**config.mk**
```make
export PLATFORM = sky130hd
export DESIGN_NAME = tlk2711_dma_wr_flat
export DESIGN_NICKNAME = d
export VERILOG_FILES = /design/src/rtl/tlk2711_dma_wr_if.sv /design/src/rtl/tlk2711_dma_wr.sv /design/src/flat_wrapper.sv
export SDC_FILE = /design/constraint.sdc
export NUM_CORES = 1
export LEC_CHECK = 0
export BUFFER_PORTS_ARGS = -buffer_cell sky130_fd_sc_hd__buf_2
export CAP_MARGIN = 15
export CORE_AREA = 2 2 149 151
export CTS_CLUSTER_SIZE = 40
export DETAILED_ROUTE_END_ITERATION = 8
export DIE_AREA = 0 0 151 153
export GPL_ROUTABILITY_DRIVEN = 0
export HOLD_SLACK_MARGIN = 0.08
export PLACE_DENSITY = 0.76
export SLEW_MARGIN = 20
export SYNTH_ARGS = -nofsm -noshare
export SYNTH_HDL_FRONTEND = slang
export SYNTH_SLANG_ARGS = --single-unit
```
**constraint.sdc**
```tcl
create_clock -name clk -period 4.8 [get_ports clk]
set_input_delay 0.24 -clock clk [delete_from_list [all_inputs] [get_ports clk]]
set_output_delay 0.24 -clock clk [all_outputs]
set_load 0.01 [all_outputs]
```
**src/rtl/tlk2711_dma_wr_if.sv**
```systemverilog
// Bus bundle for the TLK2711 RX write-DMA stage.
// Groups the command req/ack channel, the 64-bit ingress stream and the
// AXI4 write-address / write-data / write-response channels.
//   master : view taken by tlk2711_dma_wr (drives ack, stream ready, AXI AW/W, bready)
//   slave  : view taken by the environment (command source, stream source, AXI slave)
interface tlk2711_dma_wr_if #(
  parameter int ADDR_WIDTH  = 32,
  parameter int DLEN_WIDTH  = 16,
  parameter int DATA_WIDTH  = 64,
  parameter int WBYTE_WIDTH = 8
) ();

  // command channel: {addr, byte len}
  logic                             i_wr_cmd_req;
  logic                             o_wr_cmd_ack;
  logic [ADDR_WIDTH+DLEN_WIDTH-1:0] i_wr_cmd_data;

  // ingress data stream
  logic                             o_dma_wr_ready;
  logic                             i_dma_wr_valid;
  logic [DATA_WIDTH-1:0]            i_dma_wr_data;
  logic [WBYTE_WIDTH-1:0]           i_dma_wr_keep;

  // AXI4 write address
  logic [ADDR_WIDTH-1:0]            m_axi_awaddr;
  logic [7:0]                       m_axi_awlen;
  logic [2:0]                       m_axi_awsize;
  logic [1:0]                       m_axi_awburst;
  logic                             m_axi_awvalid;
  logic                             m_axi_awready;

  // AXI4 write data
  logic [DATA_WIDTH-1:0]            m_axi_wdata;
  logic [WBYTE_WIDTH-1:0]           m_axi_wstrb;
  logic                             m_axi_wlast;
  logic                             m_axi_wvalid;
  logic                             m_axi_wready;

  // AXI4 write response
  logic [1:0]                       m_axi_bresp;
  logic                             m_axi_bvalid;
  logic                             m_axi_bready;

  modport master (
    input  i_wr_cmd_req, i_wr_cmd_data,
    output o_wr_cmd_ack,
    output o_dma_wr_ready,
    input  i_dma_wr_valid, i_dma_wr_data, i_dma_wr_keep,
    output m_axi_awaddr, m_axi_awlen, m_axi_awsize, m_axi_awburst, m_axi_awvalid,
    input  m_axi_awready,
    output m_axi_wdata, m_axi_wstrb, m_axi_wlast, m_axi_wvalid,
    input  m_axi_wready,
    input  m_axi_bresp, m_axi_bvalid,
    output m_axi_bready
  );

  modport slave (
    output i_wr_cmd_req, i_wr_cmd_data,
    input  o_wr_cmd_ack,
    input  o_dma_wr_ready,
    output i_dma_wr_valid, i_dma_wr_data, i_dma_wr_keep,
    input  m_axi_awaddr, m_axi_awlen, m_axi_awsize, m_axi_awburst, m_axi_awvalid,
    output m_axi_awready,
    input  m_axi_wdata, m_axi_wstrb, m_axi_wlast, m_axi_wvalid,
    output m_axi_wready,
    output m_axi_bresp, m_axi_bvalid,
    input  m_axi_bready
  );

endinterface

```
**src/rtl/tlk2711_dma_wr.sv**
```systemverilog
// AXI4 write master downstream of the TLK2711 RX link.
// Accepts one {addr, byte len} command at a time, splits it into INCR bursts
// (at most MAX_BURST beats, never crossing a 4 KB page, one burst in flight),
// forwards the 64-bit stream into the W channel through a one-entry register
// stage and pulses o_wr_finish once the last burst's B response is in.
// Ports:
//   clk, rst      clock, synchronous active-high reset
//   i_soft_rst    graceful abort: open AXI handshakes are completed, remaining
//                 beats of the current burst go out with wstrb=0, no finish
//   o_wr_finish   1-cycle pulse, command fully written and acknowledged
//   o_wr_err      sticky, set by any non-OKAY bresp
//   bus           tlk2711_dma_wr_if.master (command, stream, AXI AW/W/B)
module tlk2711_dma_wr #(
  parameter int ADDR_WIDTH  = 32,
  parameter int DLEN_WIDTH  = 16,
  parameter int DATA_WIDTH  = 64,
  parameter int WBYTE_WIDTH = 8,
  parameter int MAX_BURST   = 16
) (
  input  logic               clk,
  input  logic               rst,
  input  logic               i_soft_rst,
  output logic               o_wr_finish,
  output logic               o_wr_err,
  tlk2711_dma_wr_if.master   bus
);

  localparam int BYTES = DATA_WIDTH / 8;
  localparam int LOG2B = $clog2(BYTES);

  typedef enum logic [2:0] {
    IDLE = 3'd0,
    AW   = 3'd1,
    DATA = 3'd2,
    RESP = 3'd3,
    DONE = 3'd4
  } state_t;

  state_t                  state;
  logic [ADDR_WIDTH-1:0]   addr;        // start address of the current burst
  logic [DLEN_WIDTH-1:0]   remaining;   // beats not yet covered by a completed burst
  logic [8:0]              bsize;       // beats in the current burst
  logic [8:0]              issued;      // beats loaded into the W stage this burst
  logic                    abort;       // soft reset seen while a burst is open

  logic                    cmd_ack;
  logic                    aw_valid;
  logic [ADDR_WIDTH-1:0]   aw_addr;
  logic [7:0]              aw_len;
  logic                    w_valid;
  logic [DATA_WIDTH-1:0]   w_data;
  logic [WBYTE_WIDTH-1:0]  w_strb;
  logic                    w_last;
  logic                    b_ready;
  logic                    finish;
  logic                    err;

  logic [ADDR_WIDTH-1:0]   cmd_addr;
  logic [DLEN_WIDTH-1:0]   cmd_beats;
  logic [8:0]              cmd_size;
  logic [8:0]              cmd_len_m1;
  logic [ADDR_WIDTH-1:0]   next_addr;
  logic [DLEN_WIDTH-1:0]   next_remaining;
  logic [8:0]              next_size;
  logic [8:0]              next_len_m1;
  logic                    w_room;
  logic                    beat_slot;
  logic                    zero_beat;
  logic                    load;
  logic                    stream_ready;

  // Beats in the next burst: bounded by what is left, MAX_BURST and the 4 KB page end.
  function automatic logic [8:0] burst_size(input logic [ADDR_WIDTH-1:0] a,
                                            input logic [DLEN_WIDTH-1:0] rem);
    logic [31:0] to_4k;
    logic [31:0] n;
    to_4k = (32'd4096 - {20'd0, a[11:0]}) >> LOG2B;
    n     = {{(32-DLEN_WIDTH){1'b0}}, rem};
    if (to_4k < n) n = to_4k;
    if (32'(MAX_BURST) < n) n = 32'(MAX_BURST);
    return n[8:0];
  endfunction

  // Command decode, next-burst arithmetic and W-stage load decision.
  always_comb begin
    cmd_addr       = {bus.i_wr_cmd_data[ADDR_WIDTH+DLEN_WIDTH-1:DLEN_WIDTH+LOG2B], {LOG2B{1'b0}}};
    cmd_beats      = bus.i_wr_cmd_data[DLEN_WIDTH-1:0] >> LOG2B;
    cmd_size       = burst_size(cmd_addr, cmd_beats);
    cmd_len_m1     = cmd_size - 9'd1;
    next_addr      = addr + (ADDR_WIDTH'(bsize) << LOG2B);
    next_remaining = remaining - DLEN_WIDTH'(bsize);
    next_size      = burst_size(next_addr, next_remaining);
    next_len_m1    = next_size - 9'd1;
    // the W register can take a beat when empty or draining this cycle
    w_room         = ~w_valid | bus.m_axi_wready;
    beat_slot      = (state == DATA) & w_room & (issued < bsize);
    // once aborting, the burst is padded with null beats instead of stream data
    zero_beat      = abort | i_soft_rst;
    load           = beat_slot & (zero_beat | bus.i_dma_wr_valid);
    stream_ready   = beat_slot & ~zero_beat;
  end

  // Command FSM with registered AXI / handshake outputs.
  always_ff @(posedge clk) begin
    if (rst) begin
      state     <= IDLE;
      addr      <= '0;
      remaining <= '0;
      bsize     <= 9'd0;
      issued    <= 9'd0;
      abort     <= 1'b0;
      cmd_ack   <= 1'b0;
      aw_valid  <= 1'b0;
      aw_addr   <= '0;
      aw_len    <= 8'd0;
      w_valid   <= 1'b0;
      w_data    <= '0;
      w_strb    <= '0;
      w_last    <= 1'b0;
      b_ready   <= 1'b0;
      finish    <= 1'b0;
      err       <= 1'b0;
    end else begin
      cmd_ack <= 1'b0;
      case (state)
        IDLE: begin
          finish <= 1'b0;
          if (i_soft_rst) begin
            err <= 1'b0;
          end else if (bus.i_wr_cmd_req) begin
            cmd_ack   <= 1'b1;
            addr      <= cmd_addr;
            remaining <= cmd_beats;
            if (cmd_beats == '0) begin
              state <= DONE;
            end else begin
              state    <= AW;
              aw_valid <= 1'b1;
              aw_addr  <= cmd_addr;
              bsize    <= cmd_size;
              aw_len   <= cmd_len_m1[7:0];
            end
          end
        end

        AW: begin
          if (i_soft_rst) begin
            abort <= 1'b1;
            err   <= 1'b0;
          end
          if (aw_valid && bus.m_axi_awready) begin
            aw_valid <= 1'b0;
            issued   <= 9'd0;
            state    <= DATA;
          end
        end

        DATA: begin
          if (i_soft_rst) begin
            abort <= 1'b1;
            err   <= 1'b0;
          end
          if (w_valid && bus.m_axi_wready) begin
            w_valid <= 1'b0;
          end
          if (load) begin
            w_valid <= 1'b1;
            w_data  <= zero_beat ? '0 : bus.i_dma_wr_data;
            w_strb  <= zero_beat ? '0 : bus.i_dma_wr_keep;
            w_last  <= (issued == bsize - 9'd1);
            issued  <= issued + 9'd1;
          end
          if (w_valid && bus.m_axi_wready && w_last) begin
            state   <= RESP;
            b_ready <= 1'b1;
          end
        end

        RESP: begin
          if (i_soft_rst) begin
            abort <= 1'b1;
            err   <= 1'b0;
          end
          if (bus.m_axi_bvalid && b_ready) begin
            b_ready <= 1'b0;
            if (zero_beat) begin
              abort <= 1'b0;
              state <= IDLE;
            end else begin
              if (bus.m_axi_bresp != 2'b00) err <= 1'b1;
              addr      <= next_addr;
              remaining <= next_remaining;
              if (next_remaining == '0) begin
                state  <= DONE;
                finish <= 1'b1;
              end else begin
                state    <= AW;
                aw_valid <= 1'b1;
                aw_addr  <= next_addr;
                bsize    <= next_size;
                aw_len   <= next_len_m1[7:0];
              end
            end
          end
        end

        DONE: begin
          // finish is already high when arriving from RESP; a zero-length
          // command arrives with it low and raises it here for one cycle
          if (i_soft_rst) begin
            finish <= 1'b0;
            err    <= 1'b0;
            state  <= IDLE;
          end else if (finish) begin
            finish <= 1'b0;
            state  <= IDLE;
          end else begin
            finish <= 1'b1;
          end
        end

        default: begin
          state <= IDLE;
        end
      endcase
    end
  end

  assign bus.o_wr_cmd_ack   = cmd_ack;
  assign bus.o_dma_wr_ready = stream_ready;
  assign bus.m_axi_awaddr   = aw_addr;
  assign bus.m_axi_awlen    = aw_len;
  assign bus.m_axi_awsize   = 3'(LOG2B);
  assign bus.m_axi_awburst  = 2'b01;
  assign bus.m_axi_awvalid  = aw_valid;
  assign bus.m_axi_wdata    = w_data;
  assign bus.m_axi_wstrb    = w_strb;
  assign bus.m_axi_wlast    = w_last;
  assign bus.m_axi_wvalid   = w_valid;
  assign bus.m_axi_bready   = b_ready;
  assign o_wr_finish        = finish;
  assign o_wr_err           = err;

endmodule

```
**src/flat_wrapper.sv**
```systemverilog
// flat-port wrapper written by rule: the top's interface ports become plain ports
module tlk2711_dma_wr_flat 
#(
  parameter int ADDR_WIDTH  = 32,
  parameter int DLEN_WIDTH  = 16,
  parameter int DATA_WIDTH  = 64,
  parameter int WBYTE_WIDTH = 8,
  parameter int MAX_BURST   = 16
)
  (clk, rst, i_soft_rst, o_wr_finish, o_wr_err, bus_i_wr_cmd_req, bus_i_wr_cmd_data, bus_o_wr_cmd_ack, bus_o_dma_wr_ready, bus_i_dma_wr_valid, bus_i_dma_wr_data, bus_i_dma_wr_keep, bus_m_axi_awaddr, bus_m_axi_awlen, bus_m_axi_awsize, bus_m_axi_awburst, bus_m_axi_awvalid, bus_m_axi_awready, bus_m_axi_wdata, bus_m_axi_wstrb, bus_m_axi_wlast, bus_m_axi_wvalid, bus_m_axi_wready, bus_m_axi_bresp, bus_m_axi_bvalid, bus_m_axi_bready);
  tlk2711_dma_wr_if #(.ADDR_WIDTH(ADDR_WIDTH), .DLEN_WIDTH(DLEN_WIDTH), .DATA_WIDTH(DATA_WIDTH), .WBYTE_WIDTH(WBYTE_WIDTH)) bus_i ();
  input  logic clk;
  input  logic rst;
  input  logic i_soft_rst;
  output logic o_wr_finish;
  output logic o_wr_err;
  input wire logic [$bits(bus_i.i_wr_cmd_req)-1:0] bus_i_wr_cmd_req;
  input wire logic [$bits(bus_i.i_wr_cmd_data)-1:0] bus_i_wr_cmd_data;
  output wire logic [$bits(bus_i.o_wr_cmd_ack)-1:0] bus_o_wr_cmd_ack;
  output wire logic [$bits(bus_i.o_dma_wr_ready)-1:0] bus_o_dma_wr_ready;
  input wire logic [$bits(bus_i.i_dma_wr_valid)-1:0] bus_i_dma_wr_valid;
  input wire logic [$bits(bus_i.i_dma_wr_data)-1:0] bus_i_dma_wr_data;
  input wire logic [$bits(bus_i.i_dma_wr_keep)-1:0] bus_i_dma_wr_keep;
  output wire logic [$bits(bus_i.m_axi_awaddr)-1:0] bus_m_axi_awaddr;
  output wire logic [$bits(bus_i.m_axi_awlen)-1:0] bus_m_axi_awlen;
  output wire logic [$bits(bus_i.m_axi_awsize)-1:0] bus_m_axi_awsize;
  output wire logic [$bits(bus_i.m_axi_awburst)-1:0] bus_m_axi_awburst;
  output wire logic [$bits(bus_i.m_axi_awvalid)-1:0] bus_m_axi_awvalid;
  input wire logic [$bits(bus_i.m_axi_awready)-1:0] bus_m_axi_awready;
  output wire logic [$bits(bus_i.m_axi_wdata)-1:0] bus_m_axi_wdata;
  output wire logic [$bits(bus_i.m_axi_wstrb)-1:0] bus_m_axi_wstrb;
  output wire logic [$bits(bus_i.m_axi_wlast)-1:0] bus_m_axi_wlast;
  output wire logic [$bits(bus_i.m_axi_wvalid)-1:0] bus_m_axi_wvalid;
  input wire logic [$bits(bus_i.m_axi_wready)-1:0] bus_m_axi_wready;
  input wire logic [$bits(bus_i.m_axi_bresp)-1:0] bus_m_axi_bresp;
  input wire logic [$bits(bus_i.m_axi_bvalid)-1:0] bus_m_axi_bvalid;
  output wire logic [$bits(bus_i.m_axi_bready)-1:0] bus_m_axi_bready;
  assign bus_i.i_wr_cmd_req = bus_i_wr_cmd_req;
  assign bus_i.i_wr_cmd_data = bus_i_wr_cmd_data;
  assign bus_o_wr_cmd_ack = bus_i.o_wr_cmd_ack;
  assign bus_o_dma_wr_ready = bus_i.o_dma_wr_ready;
  assign bus_i.i_dma_wr_valid = bus_i_dma_wr_valid;
  assign bus_i.i_dma_wr_data = bus_i_dma_wr_data;
  assign bus_i.i_dma_wr_keep = bus_i_dma_wr_keep;
  assign bus_m_axi_awaddr = bus_i.m_axi_awaddr;
  assign bus_m_axi_awlen = bus_i.m_axi_awlen;
  assign bus_m_axi_awsize = bus_i.m_axi_awsize;
  assign bus_m_axi_awburst = bus_i.m_axi_awburst;
  assign bus_m_axi_awvalid = bus_i.m_axi_awvalid;
  assign bus_i.m_axi_awready = bus_m_axi_awready;
  assign bus_m_axi_wdata = bus_i.m_axi_wdata;
  assign bus_m_axi_wstrb = bus_i.m_axi_wstrb;
  assign bus_m_axi_wlast = bus_i.m_axi_wlast;
  assign bus_m_axi_wvalid = bus_i.m_axi_wvalid;
  assign bus_i.m_axi_wready = bus_m_axi_wready;
  assign bus_i.m_axi_bresp = bus_m_axi_bresp;
  assign bus_i.m_axi_bvalid = bus_m_axi_bvalid;
  assign bus_m_axi_bready = bus_i.m_axi_bready;
  tlk2711_dma_wr #(.ADDR_WIDTH(ADDR_WIDTH), .DLEN_WIDTH(DLEN_WIDTH), .DATA_WIDTH(DATA_WIDTH), .WBYTE_WIDTH(WBYTE_WIDTH), .MAX_BURST(MAX_BURST)) u_core (.clk(clk), .rst(rst), .i_soft_rst(i_soft_rst), .o_wr_finish(o_wr_finish), .o_wr_err(o_wr_err), .bus(bus_i));
endmodule
```
== Word level (Yosys, flattened, before mapping) ==
Cells that the tools add are included.
Storage, ports and cells
  output and inout port bits: 125
  input port bits: 130
  register bits: 189
Operators by class
  $add $sub $neg: 8
  magnitude comparators: 5
  muxes and demuxes: 80
  bitwise logic cells: 10
  reductions and logical operators: 28
  equality and inequality tests: 16
Operators with widths (count)
  $mux 32: 10
  $pmux 32 s2: 2
  $mux 9: 10
  $mux 16: 4
  $mux 64: 1
  $lt 5x29->1 const A: 2
  $mux 29: 2
  $mux 8: 7
  $pmux 9 s2: 2
  $add 32x12->32: 1
  $logic_not 16->1: 2
  $pmux 16 s2: 1
  $mux 3: 10
  $lt 29x13->1: 1
  $lt 29x16->1: 1
  $sub 13x12->14 const A: 2
  $mux 1: 24
  $pmux 8 s2: 1
  $sub 16x9->16: 1
  $sub 8x1->8 const B: 2
  $pmux 3 s5: 1
  $reduce_bool 2->1: 7
  $ne 2x2->1 const B: 6
  $add 9x1->9 const B: 1
  26 further kinds: 46

== Logic depth before layout (Yosys ltp) ==
  depth after elaboration: 11
  mapped depth: 23

== Worst setup path after synthesis ==
No wires, ideal clock.
  path kind: reg2reg
  start point: register u_core.bsize[0]
  end point: register u_core.aw_len[4] (netlist: u_core.bus.m_axi_awlen[4])
  period minus slack after synthesis: 4.597 ns
  arrival time: 4.509 ns
  cell stages (with the launch flop): 22
  buffers on the path: 0
  path slack: 0.203 ns
  library setup time: 0.088 ns
  path through: dfxtp_1 -> ha_1 -> fa_1 -> a21o_1 -> a211oi_1 -> o221ai_2 -> nor3_1 -> nand2_1 -> xnor2_1 -> ha_1 -> and4_1 -> o21ai_0 -> a21oi_1 -> a221o_1 -> and3_4 -> nand4_1 -> and2_1 -> o21a_1 -> ha_1 -> and2_4 -> a21o_1 -> a311oi_2
On the way
  cells in the longest elaborated chain, start to end: 11
Ends and longest elaborated chain
  start, declared: line tlk2711_dma_wr.sv:42  | logic [8:0] bsize;
  start signal, assigned: line tlk2711_dma_wr.sv:140  | bsize <= cmd_size;
  start signal, assigned: line tlk2711_dma_wr.sv:200  | bsize <= next_size;
  $add 32x12->32: line tlk2711_dma_wr.sv:90  | next_addr = addr + (ADDR_WIDTH'(bsize) << LOG2B);
  $sub 13x12->14: line tlk2711_dma_wr.sv:77  | to_4k = (32'd4096 - {20'd0, a[11:0]}) >> LOG2B;
  $lt 29x16->1: line tlk2711_dma_wr.sv:79  | if (to_4k < n) n = to_4k;
  $mux 29: line tlk2711_dma_wr.sv:79
  $lt 5x29->1: line tlk2711_dma_wr.sv:80  | if (32'(MAX_BURST) < n) n = 32'(MAX_BURST);
  $mux 9: line tlk2711_dma_wr.sv:80
  $sub 8x1->8: line tlk2711_dma_wr.sv:93  | next_len_m1 = next_size - 9'd1;
  $mux 8: line tlk2711_dma_wr.sv:193  | if (next_remaining == '0) begin
  $mux 8: line tlk2711_dma_wr.sv:186  | if (zero_beat) begin
  $mux 8: line tlk2711_dma_wr.sv:184  | if (bus.m_axi_bvalid && b_ready) begin
  $pmux 8 s2: line tlk2711_dma_wr.sv:125  | case (state)
  end signal, assigned: line tlk2711_dma_wr.sv:141  | aw_len <= cmd_len_m1[7:0];
  end signal, assigned: line tlk2711_dma_wr.sv:201  | aw_len <= next_len_m1[7:0];
  end, declared: line tlk2711_dma_wr.sv:49  | logic [7:0] aw_len;
Parallel ways exist; a longest one is shown, timed or not. The select of a mux whose other input is x is not followed.
A chain may end at the register's enable or synchronous reset.

== Final worst setup path ==
  start point: register u_core.bsize[6]
  end point: register u_core.aw_len[4] (netlist: u_core.bus.m_axi_awlen[4])
The elaborated chain is that of the path after synthesis.

==> out/qor.yml <==
power:
  powerDensity_nw_per_um2: 309
  leak_pwr_nw: 5.65
  irDropWorstVdd_uv: 247
die:
  floorplan.initialDensity_pct: 48.4
  ioPinCount: 255
  placeable_area_um2: 21500
  die_w_um: 151
  die_height_um: 153
  fp-row-count: 54
  die_area_um2: 23100
setup_path:
  worstPathArrival_ns: 4.93
  setup.worst_path.start_class: "flop"
  required_worst_endpoint_ns: 5.13
  worstSetupEndpointType: "flop"
  timing.critical_path.fanout_max: 8
  regToRegSetupSlack_ns: 0.20
  class_of_the_most_critical_setup_path: "flop to flop"
grt:
  grt_pass1_wl_um: 53500
  maximum_number_of_pins_on_one_net_before_global_route_repair: 103
  total_routing_usage_reported_by_global_routing_pct: 28.6
  gr-total-overflow: 0
  first_global_vias: 10566
  number_of_antenna_violations_at_the_first_check_in_global_routing: 0
cts:
  cts_tree: "built"
  cts-root-to-sink-buffers: 2
  clkLatencyLatePin_ns: 0.44
  cts-htree-levels: 4
  path_clk_slew_ns: 0.08
  cts-root-buf: "sky130_fd_sc_hd__clkbuf_16"
  tritoncts.num_buffers: 17
  numClockSinks: 189
finish:
  insertedDiodeCount: 0
  area.growth.synth_to_final_pct: 27.9
  drive_gt1_share_pct: 22.8
  num-fill-cells: 1806
  fin_nets: 1767
  area_occupied_by_registers_um2: 3790
  multi_input_area_um2: 6230
  final_core_util_pct: 61.9
yosys:
  synth_compound_area_share_pct: 24.5
  synthesis.area_per_instance_um2: 8.01
  synth_flop_cell: "sky130_fd_sc_hd__dfxtp_1"
  syn_inst: 1298
  synth_async_sr_flop_share_pct: 0
  multiplexer_share_of_the_synthesized_area_pct: 0.890
  seq_area_frac_synth_pct: 36.4
  synth_warnings: 0
  yosys.area_share.simple_pct: 22.5
  synth_area_leaders: "sky130_fd_sc_hd__dfxtp_1 (36%), sky130_fd_sc_hd__nand2_1 (6.0%), sky130_fd_sc_hd__a22oi_1 (5.9%), sky130_fd_sc_hd__ha_1 (5.9%), sky130_fd_sc_hd__nor2_1 (5.8%)"
  synth_seq_cells: 189
  synth_enable_flop_cells: 0
  yosys.area.top_type: "sky130_fd_sc_hd__dfxtp_1"
  synth_adder_area_share_pct: 6.28
  synth_xor_xnor_area_share_pct: 4.38
  synth_top_family_by_area: "compound AO/OA/AOI/OAI gates"
  syn-cell-area_um2: 10400
  post_synth_num_cell_types: 84
  yosysTopAreaCellShare_pct: 36.4
drt:
  drt_first_pass_iters: 5
  post_drt_wl_per_cell_um: 17.5
  vias: 10930
  initial_drc_count: 961
  drc: 0
  antenna_violating_nets_left: 0
  wirelength_um: 32900
  via_density: 5.82
timing:
  rel_slew_slack_pct: 23.9
  clock.fmax_mhz: 218
  final_setup_margin_ns: 0.204
  finalClockSkew_ns: 0.0193
  period_share_pct: 95.7
  final-setup-viol-count: 0
  finalSetupTns_ns: 0
  hold_viol: 0
  period_needed_ns: 4.60
  tightestPinTransition_ns: 1.14
  finalMaxSlewViolations: 0
placed_design:
  post-place-ws_ns: 0.000991
  portBuffers: 243
  hpwl_um: 22700
worst_hold_path:
  min_path_type: "input port to flop"
job:
  cap_viol_max_count: 0
outcome:
  outcome: "finished clean"
critical path, stage by stage, from the launching register on:
cell and delay, ns:
sky130_fd_sc_hd__dfxtp_1 0.54, sky130_fd_sc_hd__inv_1 0.18, sky130_fd_sc_hd__ha_1 0.48, sky130_fd_sc_hd__o21a_1 0.22, sky130_fd_sc_hd__o22ai_1 0.09, sky130_fd_sc_hd__a41o_1 0.22
sky130_fd_sc_hd__or2_2 0.30, sky130_fd_sc_hd__ha_1 0.31, sky130_fd_sc_hd__and4_1 0.20, sky130_fd_sc_hd__o21ai_1 0.08, sky130_fd_sc_hd__a21oi_1 0.06, sky130_fd_sc_hd__a221o_1 0.39
sky130_fd_sc_hd__nand3_2 0.11, sky130_fd_sc_hd__nand4_1 0.15, sky130_fd_sc_hd__and2_4 0.24, sky130_fd_sc_hd__o21a_1 0.20, sky130_fd_sc_hd__ha_2 0.19, sky130_fd_sc_hd__and2_4 0.14
sky130_fd_sc_hd__a21o_1 0.18, sky130_fd_sc_hd__a311oi_2 0.23
routing by layer:
metal	track usage, %	wire length [µm]	up-vias
met5	0	0	-
met4	10.1	923	0
met3	6.36	2520	63
met2	46.8	15600	460
met1	36.9	13800	5172
li1	-	-	5235
cell type report:
type                       count  share of cell area [%]
clock buffer                  18                    3.23
clock inverter                14                    1.26
inverter                      45                    1.27
multi-input combinational    989                    46.8
sequential                   189                    28.5
tap                          280                    2.63
timing repair buffer         344                    16.3
logic make-up (layout without fill, tap and decap cells):
logic type      count (synthesis)  count (layout)
compound gates                370             370
xor+xnor                       52              52
fa+ha+maj                      51              51
buf+inv                       123             421
flops                         189             189
mux                             9               9
other cells                     2               5
simple gates                  502             502
report_power, final:
part | internal [mW] | switching [mW] | total (mW)
Sequential | 1.62 | 0.0443 | 1.66
Combinational | 0.457 | 0.571 | 1.03
Clock | 0.704 | 0.715 | 1.42
layout by cell type (no fill, tap or decap), types with 6 or more instances in the layout:
cell type	Yosys	final
sky130_fd_sc_hd__mux2i_1	7	7
sky130_fd_sc_hd__ha_1	49	46
sky130_fd_sc_hd__nand3_1	35	32
sky130_fd_sc_hd__buf_2	11	242
sky130_fd_sc_hd__o21ai_0	42	41
sky130_fd_sc_hd__nor4_1	6	6
sky130_fd_sc_hd__and3_1	13	12
sky130_fd_sc_hd__nor2b_1	8	8
sky130_fd_sc_hd__xor2_1	18	16
sky130_fd_sc_hd__clkbuf_16	0	17
sky130_fd_sc_hd__nand2_1	166	166
sky130_fd_sc_hd__a22oi_1	82	81
sky130_fd_sc_hd__o221a_2	6	6
sky130_fd_sc_hd__nand4_1	15	15
sky130_fd_sc_hd__nor3_1	29	27
sky130_fd_sc_hd__and2_1	14	13
sky130_fd_sc_hd__o21ai_1	8	9
sky130_fd_sc_hd__or2_2	10	10
sky130_fd_sc_hd__inv_1	44	44
sky130_fd_sc_hd__a21o_1	12	12
sky130_fd_sc_hd__a211oi_1	32	30
sky130_fd_sc_hd__dlygate4sd3_1	0	71
sky130_fd_sc_hd__o211ai_1	13	13
sky130_fd_sc_hd__nand2b_1	8	8
sky130_fd_sc_hd__xnor2_1	34	33
sky130_fd_sc_hd__a2111oi_0	8	7
sky130_fd_sc_hd__buf_4	5	29
sky130_fd_sc_hd__dfxtp_1	189	185
sky130_fd_sc_hd__or3_1	8	8
sky130_fd_sc_hd__o31ai_1	7	7
sky130_fd_sc_hd__a21oi_1	97	95
sky130_fd_sc_hd__o21a_1	8	8
sky130_fd_sc_hd__nor2_1	160	160
sequential cells by signal, indices dropped and copies added (netlist names):
signal,flops
u_core.bus.m_axi_wstrb,8
u_core.addr,32
u_core.bus.m_axi_awvalid,1
u_core.o_wr_err,1
u_core.state,3
u_core.bsize,9
u_core.bus.m_axi_wdata,64
u_core.remaining,16
u_core.o_wr_finish,1
u_core.bus.m_axi_wlast,1
u_core.abort,1
u_core.bus.o_wr_cmd_ack,1
u_core.issued,9
u_core.bus.m_axi_bready,1
u_core.bus.m_axi_awlen,8
u_core.bus.m_axi_wvalid,1
u_core.bus.m_axi_awaddr,32
worst paths after layout:
| check | start | end | cells past startpoint |
|---|---|---|---|
| max reg2reg | u_core.bsize[6] | u_core.bus.m_axi_awlen[4] | 19 |
| min reg2reg | u_core.bus.m_axi_awaddr[24] | u_core.bus.m_axi_awaddr[24] | 2 |
| min | bus_m_axi_bvalid | u_core.bus.m_axi_bready | 4 |
| max | u_core.bsize[6] | u_core.bus.m_axi_awlen[4] | 19 |
synth_stat cells, types with 3 or more instances:
library cell and count:
sky130_fd_sc_hd__and3_1 13, sky130_fd_sc_hd__a211oi_1 32, sky130_fd_sc_hd__a21oi_1 97, sky130_fd_sc_hd__nand4b_1 3, sky130_fd_sc_hd__ha_1 49, sky130_fd_sc_hd__nor4_1 6
sky130_fd_sc_hd__and2_1 14, sky130_fd_sc_hd__xor2_1 18, sky130_fd_sc_hd__or4_1 3, sky130_fd_sc_hd__or4_4 3, sky130_fd_sc_hd__buf_2 11, sky130_fd_sc_hd__inv_1 44
sky130_fd_sc_hd__nand2b_1 8, sky130_fd_sc_hd__o31ai_1 7, sky130_fd_sc_hd__dfxtp_1 189, sky130_fd_sc_hd__o211a_1 3, sky130_fd_sc_hd__nand2_1 166, sky130_fd_sc_hd__nor3_1 29
sky130_fd_sc_hd__o22ai_1 5, sky130_fd_sc_hd__a311oi_1 3, sky130_fd_sc_hd__nor2_1 160, sky130_fd_sc_hd__nor2b_1 8, sky130_fd_sc_hd__a2111o_1 4, sky130_fd_sc_hd__or3_1 8
sky130_fd_sc_hd__buf_6 3, sky130_fd_sc_hd__clkbuf_1 59, sky130_fd_sc_hd__or2_2 10, sky130_fd_sc_hd__a2111oi_0 8, sky130_fd_sc_hd__a21o_1 12, sky130_fd_sc_hd__a31oi_1 5
sky130_fd_sc_hd__a22oi_1 82, sky130_fd_sc_hd__xnor2_1 34, sky130_fd_sc_hd__buf_4 5, sky130_fd_sc_hd__o21ai_1 8, sky130_fd_sc_hd__nand4_1 15, sky130_fd_sc_hd__o2111ai_1 5
sky130_fd_sc_hd__o21a_1 8, sky130_fd_sc_hd__nand3_1 35, sky130_fd_sc_hd__o211ai_1 13, sky130_fd_sc_hd__nand3b_1 4, sky130_fd_sc_hd__o221a_2 6, sky130_fd_sc_hd__o21ai_0 42
sky130_fd_sc_hd__mux2i_1 7
timing repair:
| action | 4_1_cts | 5_1_grt |
|---|---|---|
| gates resized for setup | 2 | 23 |
| hold buffers | 71 | 0 |
| hold endpoints to repair | 71 | 0 |
| pin swaps | 0 | 15 |
| endpoints found under the setup margin | 2 | 4 |
| setup buffers | 0 | 5 |
through the flow:
stage	area, µm²	cells	hold slack (ns)	total power [mW]
after detailed placement	11900	1771	0.445	2.61
final	13300	1879	0.108	4.11
after floorplan	10400	1301	0.403	2.34
after global routing	13300	1879	0.101	4.32
after global placement	11900	1771	0.441	2.59
after CTS	13200	1874	0.0893	4.07
Power figures use the tool's default switching activity.
